--- src/rtl/keypad_pkg.sv ---
// Shared types and constants for the 4x4 keypad scanner: FSM state encoding,
// the row/column-to-hex key map, and small helpers used by keypad_scan_ctrl.
package keypad_pkg;

  localparam int NUM_ROWS = 4;
  localparam int NUM_COLS = 4;

  typedef logic [1:0] row_idx_t;
  typedef logic [1:0] col_idx_t;

  typedef enum logic [1:0] {
    SCAN,
    PRESS_DEB,
    HELD,
    REL_DEB
  } kp_state_t;

  // Hex value printed on each key, indexed [row][col].
  localparam logic [3:0] KEY_MAP [NUM_ROWS][NUM_COLS] = '{
    '{4'h1, 4'h2, 4'h3, 4'hA},
    '{4'h4, 4'h5, 4'h6, 4'hB},
    '{4'h7, 4'h8, 4'h9, 4'hC},
    '{4'hE, 4'h0, 4'hF, 4'hD}
  };

  function automatic int max2(input int a, input int b);
    return (a > b) ? a : b;
  endfunction

  // One-cold row drive pattern for the given row index.
  function automatic logic [NUM_ROWS-1:0] row_drive(input row_idx_t r);
    return ~(NUM_ROWS'(1) << r);
  endfunction

  // Lowest-index column that reads low; caller guarantees at least one is low.
  function automatic col_idx_t lowest_low_col(input logic [NUM_COLS-1:0] c);
    col_idx_t idx;
    // NOTE: give the result a default before the loop so every path assigns it;
    // the same rule keeps combinational always blocks from inferring latches.
    idx = '0;
    for (int i = NUM_COLS - 1; i >= 0; i--) begin
      if (!c[i]) idx = col_idx_t'(i);
    end
    return idx;
  endfunction

endpackage

--- src/rtl/keypad_scan_ctrl_col_sync.sv ---
// col_sync: two-flop synchronizer for the asynchronous, active-low column
// sense lines. Resets to all-ones (no key pressed).
module col_sync
  import keypad_pkg::*;
(
  input  logic                clk,
  input  logic                reset,
  input  logic [NUM_COLS-1:0] d,
  output logic [NUM_COLS-1:0] q
);

  logic [NUM_COLS-1:0] meta;

  // Two-stage capture of the raw column lines into the clk domain.
  always_ff @(posedge clk) begin
    if (reset) begin
      meta <= '1;
      q    <= '1;
    end else begin
      // NOTE: non-blocking so q takes the pre-edge meta value; blocking here
      // would collapse the two stages into a single flop.
      meta <= d;
      q    <= meta;
    end
  end

endmodule

--- src/rtl/keypad_scan_ctrl.sv ---
// keypad_scan_ctrl: scans a 4x4 matrix keypad one row at a time, debounces
// press and release of a single key, and reports it as a hex key_code with a
// one-cycle key_valid pulse. No rollover: only the first key found is tracked.
// Optional feature: define KEYPAD_AUTOREPEAT_EN to re-pulse key_valid while a
// key stays held (REPEAT_DELAY to the first repeat, then every REPEAT_PERIOD).
module keypad_scan_ctrl
  import keypad_pkg::*;
#(
  parameter int SCAN_DIV        = 1000,
  parameter int DEBOUNCE_CYCLES = 20000
`ifdef KEYPAD_AUTOREPEAT_EN
  ,
  parameter int REPEAT_DELAY    = 500000,
  parameter int REPEAT_PERIOD   = 100000
`endif
) (
  input  logic                clk,
  input  logic                reset,
  input  logic [NUM_COLS-1:0] cols,
  output logic [NUM_ROWS-1:0] rows,
  output logic                key_valid,
  output logic [3:0]          key_code,
  output logic                key_held
);

  localparam int CNT_W = $clog2(max2(SCAN_DIV, DEBOUNCE_CYCLES) + 1);
  localparam logic [CNT_W-1:0] SCAN_LAST = CNT_W'(SCAN_DIV - 1);
  localparam logic [CNT_W-1:0] DEB_LAST  = CNT_W'(DEBOUNCE_CYCLES - 1);
  localparam logic [CNT_W-1:0] CNT_ONE   = CNT_W'(1);

  kp_state_t           state;
  row_idx_t            row_idx;
  col_idx_t            col_idx;
  logic [CNT_W-1:0]    cnt;
  logic [NUM_COLS-1:0] scols;
  row_idx_t            next_row;

  col_sync u_col_sync (
    .clk   (clk),
    .reset (reset),
    .d     (cols),
    .q     (scols)
  );

  // Row index wraps 3 -> 0 naturally in two bits.
  assign next_row = row_idx + row_idx_t'(1);

`ifdef KEYPAD_AUTOREPEAT_EN
  localparam int REP_W = $clog2(max2(REPEAT_DELAY, REPEAT_PERIOD) + 1);

  logic [REP_W-1:0] rep_cnt;
  logic             rep_first;
  logic [REP_W-1:0] rep_target;

  // First repeat waits the long delay, later ones the shorter period.
  assign rep_target = rep_first ? REP_W'(REPEAT_DELAY - 1) : REP_W'(REPEAT_PERIOD - 1);
`endif

  // Scan/debounce FSM with all outputs registered.
  always_ff @(posedge clk) begin
    if (reset) begin
      state     <= SCAN;
      row_idx   <= '0;
      col_idx   <= '0;
      cnt       <= '0;
      rows      <= row_drive('0);
      key_valid <= 1'b0;
      key_code  <= 4'h0;
      key_held  <= 1'b0;
`ifdef KEYPAD_AUTOREPEAT_EN
      rep_cnt   <= '0;
      rep_first <= 1'b1;
`endif
    end else begin
      key_valid <= 1'b0;
      case (state)
        SCAN: begin
          if (cnt == SCAN_LAST) begin
            cnt <= '0;
            if (scols == '1) begin
              row_idx <= next_row;
              rows    <= row_drive(next_row);
            end else begin
              col_idx <= lowest_low_col(scols);
              state   <= PRESS_DEB;
            end
          end else begin
            cnt <= cnt + CNT_ONE;
          end
        end

        PRESS_DEB: begin
          if (scols[col_idx]) begin
            state   <= SCAN;
            cnt     <= '0;
            row_idx <= next_row;
            rows    <= row_drive(next_row);
          end else if (cnt == DEB_LAST) begin
            state     <= HELD;
            cnt       <= '0;
            key_valid <= 1'b1;
            key_held  <= 1'b1;
            key_code  <= KEY_MAP[row_idx][col_idx];
`ifdef KEYPAD_AUTOREPEAT_EN
            rep_cnt   <= '0;
            rep_first <= 1'b1;
`endif
          end else begin
            cnt <= cnt + CNT_ONE;
          end
        end

        HELD: begin
          if (scols[col_idx]) begin
            state <= REL_DEB;
            cnt   <= '0;
          end
`ifdef KEYPAD_AUTOREPEAT_EN
          else if (rep_cnt == rep_target) begin
            key_valid <= 1'b1;
            rep_cnt   <= '0;
            rep_first <= 1'b0;
          end else begin
            rep_cnt <= rep_cnt + REP_W'(1);
          end
`endif
        end

        REL_DEB: begin
          if (!scols[col_idx]) begin
            state <= HELD;
            cnt   <= '0;
`ifdef KEYPAD_AUTOREPEAT_EN
            rep_cnt   <= '0;
            rep_first <= 1'b1;
`endif
          end else if (cnt == DEB_LAST) begin
            state    <= SCAN;
            cnt      <= '0;
            key_held <= 1'b0;
            row_idx  <= next_row;
            rows     <= row_drive(next_row);
          end else begin
            cnt <= cnt + CNT_ONE;
          end
        end

        default: state <= SCAN;
      endcase
    end
  end

endmodule

--- config.mk ---
export PLATFORM = sky130hd
export DESIGN_NAME = keypad_scan_ctrl
export DESIGN_NICKNAME = d
export VERILOG_FILES = /design/src/rtl/keypad_pkg.sv /design/src/rtl/keypad_scan_ctrl_col_sync.sv /design/src/rtl/keypad_scan_ctrl.sv
export SDC_FILE = /design/constraint.sdc
export NUM_CORES = 1
export LEC_CHECK = 0
export BUFFER_PORTS_ARGS = -buffer_cell sky130_fd_sc_hd__clkbuf_2
export CAP_MARGIN = 10
export CORE_MARGIN = 3
export CORE_UTILIZATION = 41
export CTS_CLUSTER_SIZE = 16
export DETAILED_ROUTE_END_ITERATION = 10
export RECOVER_POWER = 25
export SLEW_MARGIN = 20
export SYNTH_ARGS = -nofsm -noshare
export SYNTH_HDL_FRONTEND = slang
export SYNTH_SLANG_ARGS = --single-unit
--- constraint.sdc ---
create_clock -name clk -period 1.9 [get_ports clk]
set_input_delay 0.19 -clock clk [delete_from_list [all_inputs] [get_ports clk]]
set_output_delay 0.19 -clock clk [all_outputs]
set_load 0.05 [all_outputs]
==> impl_metrics.ini <==
[status]
status = completed

[synth]
yosysTopAreaCellShare_pct = 40.2
synthesized_area_fraction_occupied_by_ao_oa_aoi_and_oai_cells_pct = 11.5
post_synth_instance_area_sq_um = 1940
synth-simple-area-share_pct = 26.8
synth_sequential_area_ratio_pct = 40.2
synth.avg_cell_area_sq_um = 9.29
netlist-cell-type-count = 49
yosys.area.top_type = dfxtp_1
synthXorXnorAreaFrac_pct = 6.77
combinational_family_with_the_most_area_after_synthesis = simple AND/OR/NAND/NOR gates
number_of_nets_produced_by_synthesis = 223
dominant_synthesized_flop_cell = dfxtp_1
muxShareOfSynthArea_pct = 5.35
yosys.area_share.adder_pct = 5.15
synthTopCellsByArea = dfxtp_1, ha_1, nor2_1
synth-warning-count = 0
synth-edff-count = 0
async_flop_share_pct = 0
yosys_reg_bits = 39
netlist_instances = 209

[global_route]
largest_net_degree_at_the_start_of_global_routing = 21
grt_antenna_before_repair = 0
global_route_wire_length_before_repair_mm = 6.00
first_global_vias = 1296
gr-usage-all-layers_pct = 13.7
globalRouteOverflowTotal = 0

[timing]
timing.final.max_slew_violations = 0
setup_viol_count_final = 0
final.setup.tns_ps = 0
timing_worst_slew_pin_value_ps = 592
final.setup_skew_ps = 4.12
final_min_period_over_clock_period_pct = 96.3
max_freq_mhz = 546
timing.max_slew.rel_slack_pct = 60.7
finalCriticalPeriod_ps = 1830
finalWorstSetupSlack_ps = 69.8
report.final.hold_viol_count = 0
rsz0062_at_grt = true

[final_layout]
nNetsFinal = 251
layout.cells.most_common = dfxtp_1
num_antenna_cells = 0
final_layout_size_suffix_gt1_share_pct = 25.6
layout.cells.most_common_list = dfxtp_1, nor2_1, buf_4
flow.area_growth_from_synthesis_pct = 17.8

[cts]
cts_htree_levels = 2
worst_setup_hold_path_clk_slew_ps = 80
root_buffer = clkbuf_8
tritoncts.num_buffers = 5
worstSkewPairLatency_ps = 290
holdBufCountCts = 0
clock_tree.buffer_depth = 2
cts_tree = built
clock_sink_count = 39

[power_and_ir_drop]
power_frac_clock_pct = 46.9
switching_power_mw = 0.356
vdd.ir_drop.worst_uv = 540
seq_power_share_pct = 48.1
static-leakage-power_nw = 0.906
pwr_density_cell_nw_per_um2 = 765
power.total_mw = 1.75
combinationalPowerShare_pct = 5.0
p_int_mw = 1.39
netSwitchingFraction_pct = 20.3

[floorplan]
io_pins = 16
initial_core_util_pct = 43.4
coreArea_sq_um = 4470
die-area_sq_um = 5600
dieHeight_um = 74.8
dieWidth_um = 74.8
rows = 24

[run]
cap_viol_max_count = 0

[detailed_routing]
drc = 0
via_per_inst = 5.26
iteration_0_drc_count_of_the_detailed_router = 83
drt_first_pass_iters = 4
final_antenna_net_count = 0
postRouteWirelength_mm = 3.63
detail_route.wl_per_cell_um = 12.5
via_count = 1524

[place]
port_buffers = 15
dpl_worst_slack_ps = 54.8
dp.final_hpwl_mm = 2.54
gp_congestion = 0.783

[setup_path]
cp.required_ps = 2080
end_kind = flop
crit_path_start_kind = flop
path_class = flop to flop
arrival_ps = 2010
critical_path_maximum_fanout = 11

[worst_hold_path]
worstHoldPathType = input pin to flop
==> final cells by class <==
class,instances,area (sq um)
clock buffers,5,68.8
clock inverters,3,67.6
fillers,413,2190
inverters,5,18.8
multi-input cells,156,1100
flip-flops and latches,39,782
well taps,52,65.1
repair buffers,30,185
==> critical path, stage by stage, from the launching register on <==
cell,delay [ps]
dfxtp_2,340
mux4_2,610
or3_4,440
nand4_1,140
xor2_1,150
nor2_1,50
==> cell usage after synthesis (3+ instances only) <==
| library cell | n |
|---|---|
| buf_6 | 4 |
| mux2i_1 | 7 |
| dfxtp_1 | 39 |
| nand4_1 | 10 |
| xnor2_1 | 6 |
| xor2_1 | 9 |
| clkbuf_1 | 4 |
| nor4_1 | 3 |
| nand2_1 | 12 |
| or2_2 | 8 |
| inv_1 | 4 |
| ha_1 | 8 |
| o21ai_0 | 9 |
| a21oi_1 | 8 |
| nor2b_1 | 4 |
| nor2_1 | 25 |
| nor3_1 | 8 |
| nand3_1 | 5 |
==> final timing paths <==
path                            startpoint  slack (ps)  cells after the start                             to
max reg2reg        col_idx[0]$_SDFFE_PP0P_          70                      5           cnt[11]$_SDFFE_PP0N_
min reg2reg  u_col_sync.meta[2]$_SDFF_PP1_         410                      1     u_col_sync.q[2]$_SDFF_PP1_
min                                cols[3]          80                      2  u_col_sync.meta[3]$_SDFF_PP1_
max                col_idx[0]$_SDFFE_PP0P_          70                      5           cnt[11]$_SDFFE_PP0N_
==> timing repair <==
| item | CTS | global route |
|---|---|---|
| endpoints found under the setup margin | 0 | 22 |
| setup buffers | 0 | 1 |
| resized for setup | 0 | 5 |
==> per-layer routing <==
metal / vias up / wire, um / GRT usage (%)
met5: - / 0 / 0
met4: 0 / 25 / 4.15
met3: 4 / 115 / 4.01
met2: 23 / 1490 / 18.4
met1: 707 / 2000 / 20.8
li1: 790 / - / -
==> registers in the layout (all words and copies together) (netlist names), named ones only <==
register         count
key_held             1
key_code             4
col_idx              2
u_col_sync.meta      4
rows                 4
u_col_sync.q         4
key_valid            1
state                1
cnt                 15
row_idx              2
==> metrics by stage <==
stage          util [%]  cell area (sq um)  hold WS (ps)  std cells
2_1_floorplan         -               1940           294        209
3_3_place_gp       47.5               2120           372        281
3_5_place_dp       47.5               2120           374        281
4_1_cts            50.5               2260          70.0        289
5_1_grt            51.1               2290          62.2        290
6_report           51.1               2290          79.9        290
==> kinds of logic (layout without fill, tap and decap cells) <==
group | after synthesis | count (layout)
compound gates | 31 | 31
xor+xnor | 15 | 15
fa+ha+maj | 8 | 8
buf+inv | 14 | 43
flops | 39 | 39
mux | 9 | 9
simple gates | 93 | 93
==> power groups by stage <==
stage / sequential, mW / clock [mW] / combinational, mW
2_1_floorplan: 0.869 / 0 / 0.0496
3_3_place_gp: 0.860 / 0 / 0.0848
3_5_place_dp: 0.860 / 0 / 0.0855
4_1_cts: 0.841 / 0.841 / 0.0857
5_1_grt: 0.844 / 0.876 / 0.0974
6_report: 0.841 / 0.822 / 0.0874
Note: power is estimated with default switching activity, not from simulation.
